## src/rtl/tone_gen.sv

```systemverilog
// Square-wave tone generator: seven-note table scaled from CLK_HZ, four octaves,
// note changes applied only at period ends, and a PWM carrier gating the volume.
module tone_gen #(
    parameter int CLK_HZ = 100_000_000,
    parameter int CNT_W  = 20,
    parameter int VOL_W  = 3
) (
    input  logic             clk,
    input  logic             rst,
    input  logic             enable,
    input  logic [3:0]       note,
    input  logic [1:0]       octave,
    input  logic [VOL_W-1:0] volume,
    output logic             speaker,
    output logic             active,
    output logic             period_end
);

    localparam logic [0:0] S_IDLE = 1'b0;
    localparam logic [0:0] S_PLAY = 1'b1;

    localparam int HALF_1 = CLK_HZ / (2 * 262);
    localparam int HALF_2 = CLK_HZ / (2 * 294);
    localparam int HALF_3 = CLK_HZ / (2 * 330);
    localparam int HALF_4 = CLK_HZ / (2 * 349);
    localparam int HALF_5 = CLK_HZ / (2 * 392);
    localparam int HALF_6 = CLK_HZ / (2 * 440);
    localparam int HALF_7 = CLK_HZ / (2 * 494);

    // The lowest note in the lowest octave is the longest half-period the counter must reach.
    generate
        if ((longint'(HALF_1) << 1) >= (longint'(1) << CNT_W)) begin : g_cnt_w_too_small
            $error("tone_gen: CNT_W too small for octave-0 half-period of note 1");
        end
    endgenerate

    function automatic logic [CNT_W-1:0] half_eff(input logic [2:0] n, input logic [1:0] oct);
        logic [CNT_W-1:0] base;
        case (n)
            3'd1:    base = CNT_W'(HALF_1);
            3'd2:    base = CNT_W'(HALF_2);
            3'd3:    base = CNT_W'(HALF_3);
            3'd4:    base = CNT_W'(HALF_4);
            3'd5:    base = CNT_W'(HALF_5);
            3'd6:    base = CNT_W'(HALF_6);
            3'd7:    base = CNT_W'(HALF_7);
            default: base = '0;
        endcase
        case (oct)
            2'd0:    half_eff = base << 1;
            2'd1:    half_eff = base;
            2'd2:    half_eff = base >> 1;
            default: half_eff = base >> 2;
        endcase
    endfunction

    logic [0:0]       state_q, state_d;
    logic [2:0]       cur_note_q, cur_note_d;
    logic [1:0]       oct_q, oct_d;
    logic [CNT_W-1:0] cnt_q, cnt_d;
    logic             phase_q, phase_d;
    logic [VOL_W-1:0] vcnt_q, vcnt_d;
    logic             period_end_q, period_end_d;
    logic             note_ok;
    logic             half_done;

    assign note_ok   = ~note[3] & (note[2:0] != 3'd0);
    assign half_done = (cnt_q == half_eff(cur_note_q, oct_q) - CNT_W'(1));

    always_comb begin
        state_d      = state_q;
        cur_note_d   = cur_note_q;
        oct_d        = oct_q;
        cnt_d        = cnt_q;
        phase_d      = phase_q;
        period_end_d = 1'b0;
        vcnt_d       = vcnt_q + VOL_W'(1);

        if (!enable) begin
            state_d    = S_IDLE;
            cur_note_d = 3'd0;
            cnt_d      = '0;
            phase_d    = 1'b0;
        end else if (state_q == S_IDLE) begin
            if (note_ok) begin
                state_d    = S_PLAY;
                cur_note_d = note[2:0];
                oct_d      = octave;
                cnt_d      = '0;
                phase_d    = 1'b1;
            end
        end else if (half_done) begin
            cnt_d   = '0;
            phase_d = ~phase_q;
            // Only the falling edge of phase is a period boundary where inputs are taken.
            if (phase_q) begin
                period_end_d = 1'b1;
                if (note_ok) begin
                    cur_note_d = note[2:0];
                    oct_d      = octave;
                end else begin
                    state_d    = S_IDLE;
                    cur_note_d = 3'd0;
                end
            end
        end else begin
            cnt_d = cnt_q + CNT_W'(1);
        end
    end

    always_ff @(posedge clk) begin
        if (rst) begin
            state_q      <= S_IDLE;
            cur_note_q   <= 3'd0;
            oct_q        <= 2'd1;
            cnt_q        <= '0;
            phase_q      <= 1'b0;
            vcnt_q       <= '0;
            period_end_q <= 1'b0;
        end else begin
            state_q      <= state_d;
            cur_note_q   <= cur_note_d;
            oct_q        <= oct_d;
            cnt_q        <= cnt_d;
            phase_q      <= phase_d;
            vcnt_q       <= vcnt_d;
            period_end_q <= period_end_d;
        end
    end

    assign speaker    = phase_q & (vcnt_q < volume);
    assign active     = (state_q == S_PLAY);
    assign period_end = period_end_q;

endmodule

```

## config.mk

```make
export PLATFORM = sky130hd
export DESIGN_NAME = tone_gen
export DESIGN_NICKNAME = d
export VERILOG_FILES = /design/src/rtl/tone_gen.sv
export SDC_FILE = /design/constraint.sdc
export NUM_CORES = 1
export LEC_CHECK = 0
export CORE_ASPECT_RATIO = 0.5
export CORE_MARGIN = 2
export CORE_UTILIZATION = 65
export CTS_CLUSTER_DIAMETER = 200
export CTS_CLUSTER_SIZE = 40
export DETAILED_ROUTE_END_ITERATION = 8
export HOLD_SLACK_MARGIN = 0.02
export PLACE_DENSITY = 0.81
export SYNTH_ARGS = -nofsm -noshare
export SYNTH_HDL_FRONTEND = slang
export SYNTH_SLANG_ARGS = --single-unit
```

## constraint.sdc

```tcl
create_clock -name clk -period 7.4 [get_ports clk]
set_input_delay 1.11 -clock clk [delete_from_list [all_inputs] [get_ports clk]]
set_output_delay 1.11 -clock clk [all_outputs]
set_load 0.05 [all_outputs]
```

======== Yosys cells after proc, flatten, opt, wreduce, memory -nomap -nowiden ========
Index checks and enable logic that the tools add are counted.
operators by class
  add/sub/neg operators ................... 3
  $lt $le $gt $ge ......................... 1
  equality and inequality tests ........... 12
  multiplexer cells ....................... 22
  bitwise gates (word level) .............. 7
  reductions and logical operators ........ 8
operator list
  kind                                                    count
  case mux 18 bit (7 select lines)                        1
  two-way mux 20 bit                                      3
  case mux 20 bit (3 select lines)                        1
  adder 20 x 1 -> 20 bit (second input constant)          1
  equality test 20 bit                                    1
  subtractor 20 x 1 -> 20 bit (second input constant)     1
  two-way mux 3 bit                                       5
  equality test 3 bit (second input constant)             4
  two-way mux 1 bit                                       8
  two-way mux 2 bit                                       4
  equality test 3 x 2 -> 1 bit (second input constant)    2
  AND reduction 3 bit                                     2
  NOT 1 bit                                               5
  inequality test 2 x 1 -> 1 bit (second input constant)  2
  OR reduction 4 bit                                      1
  adder 3 x 1 -> 3 bit (second input constant)            1
  equality test 3 x 1 -> 1 bit (second input constant)    1
  < comparator 3 bit                                      1
  nonzero test 3 bit                                      1
  bitwise AND 1 bit                                       2
  equality test 2 x 1 -> 1 bit (second input constant)    1
  equality test 2 bit (second input constant)             1
  logical NOT 2 bit                                       1
  AND reduction 2 bit                                     1
  other kinds (2)                                         2
storage, ports and cells
  register bits ........................... 31
  input port bits ......................... 12
  output and inout bits ................... 3
  logic and storage cells ................. 60

======== Longest topological paths before layout ========
  depth after elaboration ................. 7
  gate-level depth with buffers ........... 18
  depth with buffers taken out ............ 15

======== Worst setup path after synthesis ========
OpenSTA, ideal clock, no wires.
  path kind ............................... input port to output port
  start ................................... input volume[1]
  end ..................................... output speaker
  arrival ................................. 2.767 ns
  required time ........................... 6.290 ns
  setup slack ............................. 3.523 ns
  stages .................................. 4
  buffers on the path ..................... 0
  cell sequence ........................... inv_1 -> ha_1 -> a21o_1 -> a211oi_1
between the ends
  longest elaborated chain between the ends .. 2
ends and longest elaborated chain
  element             RTL line  text
  start, declared     13        input logic [VOL_W-1:0] volume,
  < comparator 3 bit  131       assign speaker = phase_q & (vcnt_q < volume);
  bitwise AND 1 bit   131
  end, declared       14        output logic speaker,
No other way between the ends.

======== Worst setup path in the final report ========
  start ................................... register cur_note_q[0]
  end ..................................... register oct_q[0]
between the ends
  longest elaborated chain between the ends .. 7
ends and longest elaborated chain
  element                                              RTL line  text
  start, declared                                      58        logic [2:0] cur_note_q, cur_note_d;
  start signal, assigned                               122       cur_note_q <= cur_note_d;
  equality test 3 bit, or another cell as far along    39        case (n)
  case mux 18 bit (7 select lines) (*)                 39
  case mux 20 bit (3 select lines) (*)                 49        case (oct)
  subtractor 20 x 1 -> 20 bit (*)                      68        assign half_done = (cnt_q == half_eff(cur_note_q, oct_q) - CNT_W'(1));
  equality test 20 bit (*)                             68
  inequality test 2 x 1 -> 1 bit (no source line) (*)  n/a
  AND reduction 3 bit (no source line) (*)             n/a
  end signal, assigned                                 123       oct_q <= oct_d;
  end, declared                                        59        logic [1:0] oct_q, oct_d;
Mark *: on every way between the ends. The rest lies on a longest branch, timed or not.
A chain may end at the register's enable or synchronous reset.

==> impl_metrics.sql <==
INSERT INTO impl_metrics (metric_group, metric, value, unit) VALUES
('outcome', 'run_status', 'finished clean', ''),
('min_path', 'hold_class', 'reg -> reg', ''),
('power', 'power.sequential.fraction', '37.2', '%'),
('clock_tree', 'tritoncts_buffers', '5', ''),
('synthesis', 'yosys_warnings', '0', ''),
('timing', 'max_freq', '0.223', 'GHz'),
('finish', 'fillCellCount', '343', ''),
('min_path', 'timing.hold.worst_endpoint', 'vcnt_q[0]', ''),
('floorplan', 'top_level_ports', '15', ''),
('critical_path', 'critPathRequiredTime', '7.58', 'ns'),
('timing', 'clock_skew', '0.00540', 'ns'),
('power', 'vdd_ir_drop_max', '142', 'uV'),
('critical_path', 'regToRegStartpoint', 'cur_note_q[0]', ''),
('clock_tree', 'cts.hold.buffers_added', '0', ''),
('critical_path', 'path_class', 'reg -> reg', ''),
('synthesis', 'post_synth_instance_area', '2890', 'sq um'),
('global_routing', 'largest_net_degree_at_the_start_of_global_routing', '42', ''),
('finish', 'antenna_cells_inserted', '0', ''),
('critical_path', 'timing.critical_path.from_type', 'register', ''),
('clock_tree', 'post_cts_repair_setup_buffers', '0', ''),
('synthesis', 'synthesis.nets', '403', ''),
('timing', 'slew_viol_final', '0', ''),
('flow_run', 'timing.max_cap.violations', '0', ''),
('global_routing', 'globalRouteOverflowTotal', '0', ''),
('place', 'worst_setup_slack_after_placement', '2.99', 'ns'),
('routing', 'route.detailed.drc', '0', ''),
('global_routing', 'antenna_found_initial', '0', ''),
('synthesis', 'post_synth_inst_count', '386', ''),
('floorplan', 'floorplan.die.height', '51.1', 'microns'),
('timing', 'fin_hold_ws', '0.453', 'ns'),
('critical_path', 'critical-path-slowest-cell', 'sky130_fd_sc_hd__or3_1', ''),
('critical_path', 'timing.reg2reg.worst_path_depth', '13', ''),
('power', 'power.share.combinational', '20.0', '%'),
('clock_tree', 'number_of_clock_sinks', '31', ''),
('power', 'power.static_leakage', '1.10', 'nW'),
('critical_path', 'crit_top_cell', 'sky130_fd_sc_hd__a21o_1', ''),
('clock_tree', 'insertion_delay', '0.29', 'ns'),
('synthesis', 'yosysSeqAreaShare', '21.5', '%'),
('clock_tree', 'cts.clk_slew.worst_paths', '0.07', 'ns'),
('clock_tree', 'clk_root_buffer_cell', 'sky130_fd_sc_hd__clkbuf_8', ''),
('routing', 'route.vias.total', '2890', ''),
('synthesis', 'synth.avg_cell_area', '7.48', 'sq um'),
('timing', 'layout_setup_ws', '2.91', 'ns'),
('place', 'portBuffers', '14', ''),
('critical_path', 'path_cells', 'buf_4 > mux2i_1 > a221oi_1 > ha_1 > nor3b_2 > o21ai_1 > a21o_1 > nand3_1 > or3b_1 > nor4_4 > nand3_2 > or3_1 > a21o_1', ''),
('global_routing', 'grt_first_pass_wirelength', '12400', 'microns'),
('routing', 'drtPass1Iterations', '5', ''),
('clock_tree', 'post_cts_resize_count', '0', ''),
('floorplan', 'row_count', '17', ''),
('global_routing', 'grt_pass1_vias', '2598', ''),
('critical_path', 'critPathCaptureType', 'register', ''),
('critical_path', 'worst_setup_path_startpoint', 'cur_note_q[0]', ''),
('finish', 'post_route_cells_drive_above_1_share', '7.57', '%'),
('critical_path', 'cp.arrival', '4.68', 'ns'),
('finish', 'area_growth', '7.19', '%'),
('power', 'power.switching_fraction', '26.3', '%'),
('finish', 'core_utilization_of_the_finished_layout', '71.3', '%'),
('routing', 'routedWlPerCell', '17.0', 'microns'),
('timing', 'tightestPinTransition', '1.01', 'ns'),
('critical_path', 'regToRegEndpoint', 'oct_q[0]', ''),
('min_path', 'holdCritStartpoint', 'vcnt_q[0]', ''),
('synthesis', 'synth_enable_flop_cells', '0', ''),
('floorplan', 'floorplan.initialDensity', '66.6', '%'),
('place', 'global_placer_s_final_weighted_congestion', '0.940', ''),
('timing', 'rsz0062_at_grt', 'false', ''),
('synthesis', 'synth-main-ff-cell', 'sky130_fd_sc_hd__dfxtp_1', ''),
('synthesis', 'synth.distinct_cells', '72', ''),
('clock_tree', 'ctsLongestPathBuffers', '2', ''),
('min_path', 'hold_path_depth', '1', ''),
('power', 'power_share_of_the_clock_group', '42.7', '%'),
('timing', 'fin_crit', '4.49', 'ns');
[logic make-up after synthesis]
family          count (synthesis)  synth area share [%]
simple gates                  154                  28.0
compound gates                114                  27.9
fa+ha+maj                       5                  2.17
buf+inv                        42                  7.71
mux                            12                  4.20
flops                          31                  21.5
xor+xnor                       28                  8.49
[layer usage]
metal | vias up | track usage [%] | wire length [microns]
met4 | 0 | 9.59 | 123
li1 | 1410 | - | -
met2 | 122 | 48.1 | 3190
met5 | - | 0 | 0
met3 | 15 | 7.25 | 696
met1 | 1343 | 43.6 | 3480
[state kept, by name, summed over array words and instances (netlist names)]
name,flops
cur_note_q,3
period_end,1
phase_q,1
cnt_q,20
oct_q,2
active,1
vcnt_q,3
[cells in the final DEF, fill, tap and decap left out, types with 7 or more instances in the layout]
cell	n
sky130_fd_sc_hd__o21ai_0	24
sky130_fd_sc_hd__inv_1	9
sky130_fd_sc_hd__xnor2_1	15
sky130_fd_sc_hd__nand4_1	14
sky130_fd_sc_hd__clkdlybuf4s50_1	14
sky130_fd_sc_hd__nor3_1	11
sky130_fd_sc_hd__nand3_1	18
sky130_fd_sc_hd__dfxtp_1	31
sky130_fd_sc_hd__mux2i_1	11
sky130_fd_sc_hd__a21oi_1	22
sky130_fd_sc_hd__nor2_1	28
sky130_fd_sc_hd__nor2b_1	9
sky130_fd_sc_hd__nand2b_1	7
sky130_fd_sc_hd__xor2_1	13
sky130_fd_sc_hd__nand2_1	36
[worst max-delay path by stage]
stage | depth (start not counted) | endpoint | slack [ns]
after floorplan | 4 | speaker | 3.52
after global placement | 6 | speaker | 3.21
after detailed placement | 13 | oct_q[0] | 2.99
after CTS | 13 | oct_q[0] | 2.98
after global routing | 13 | oct_q[0] | 2.61
final | 13 | oct_q[0] | 2.91
[stage by stage]
stage	cell area (sq um)	total power, mW	std cells
finish	3100	0.465	440
global route	3100	0.486	440
CTS	3100	0.467	440
detailed placement	2960	0.268	432
global placement	2960	0.265	432
floorplan	2890	0.248	386
[power by group through the flow]
stage | registers, mW | clock network (mW) | logic (mW)
final | 0.173 | 0.199 | 0.0932
after global routing | 0.174 | 0.209 | 0.103
after CTS | 0.173 | 0.202 | 0.0921
after detailed placement | 0.177 | 0 | 0.0911
after global placement | 0.177 | 0 | 0.0882
after floorplan | 0.177 | 0 | 0.0716
[cells in the mapped netlist (all sizes together) (2+ instances only)]
library cell	instances	area, sq um
nand2	36	135
dfxtp	31	621
nor2	30	118
o21ai	25	125
a21oi	22	110
nand3	19	100
buf	18	133
xnor2	15	131
nand4	14	87.6
clkbuf	13	48.8
xor2	13	114
mux2i	11	110
nor3	11	55.1
inv	10	37.5
nor2b	9	56.3
nand2b	7	43.8
o211ai	7	57.6
a31oi	6	37.5
or3	6	37.5
a211oi	5	42.5
a221oi	5	56.3
ha	5	62.6
a21o	4	30.0
o22ai	4	25.0
o311ai	4	35.0
or2	4	25.0
a211o	3	26.3
a21boi	3	26.3
a22oi	3	22.5
and3	3	18.8
nor3b	3	27.5
nor4	3	33.8
o211a	3	30.0
o21a	3	22.5
o221ai	3	32.5
a32o	2	20.0
and2	2	12.5
nand3b	2	15.0
o31ai	2	15.0
or4	2	18.8
[critical path, delay by kind of cell, from the launching register on]
kind | cells | cell delay [ns]
compound gates | 4 | 1.01
fa+ha+maj | 1 | 0.29
buf+inv | 1 | 0.41
flops | 1 | 0.50
mux | 1 | 0.12
simple gates | 6 | 2.07
[final cells by class]
class,instances,area [sq um],share of cell area [%]
Tap cell,57,71.3,2.30
Clock buffer,6,72.6,2.34
Timing Repair Buffer,20,185,5.98
Inverter,11,41.3,1.33
Multi-Input combinational cell,313,2040,66.0
Sequential cell,31,621,20.0
Clock inverter,2,60.1,1.94
(Power assumes the default switching activity.)
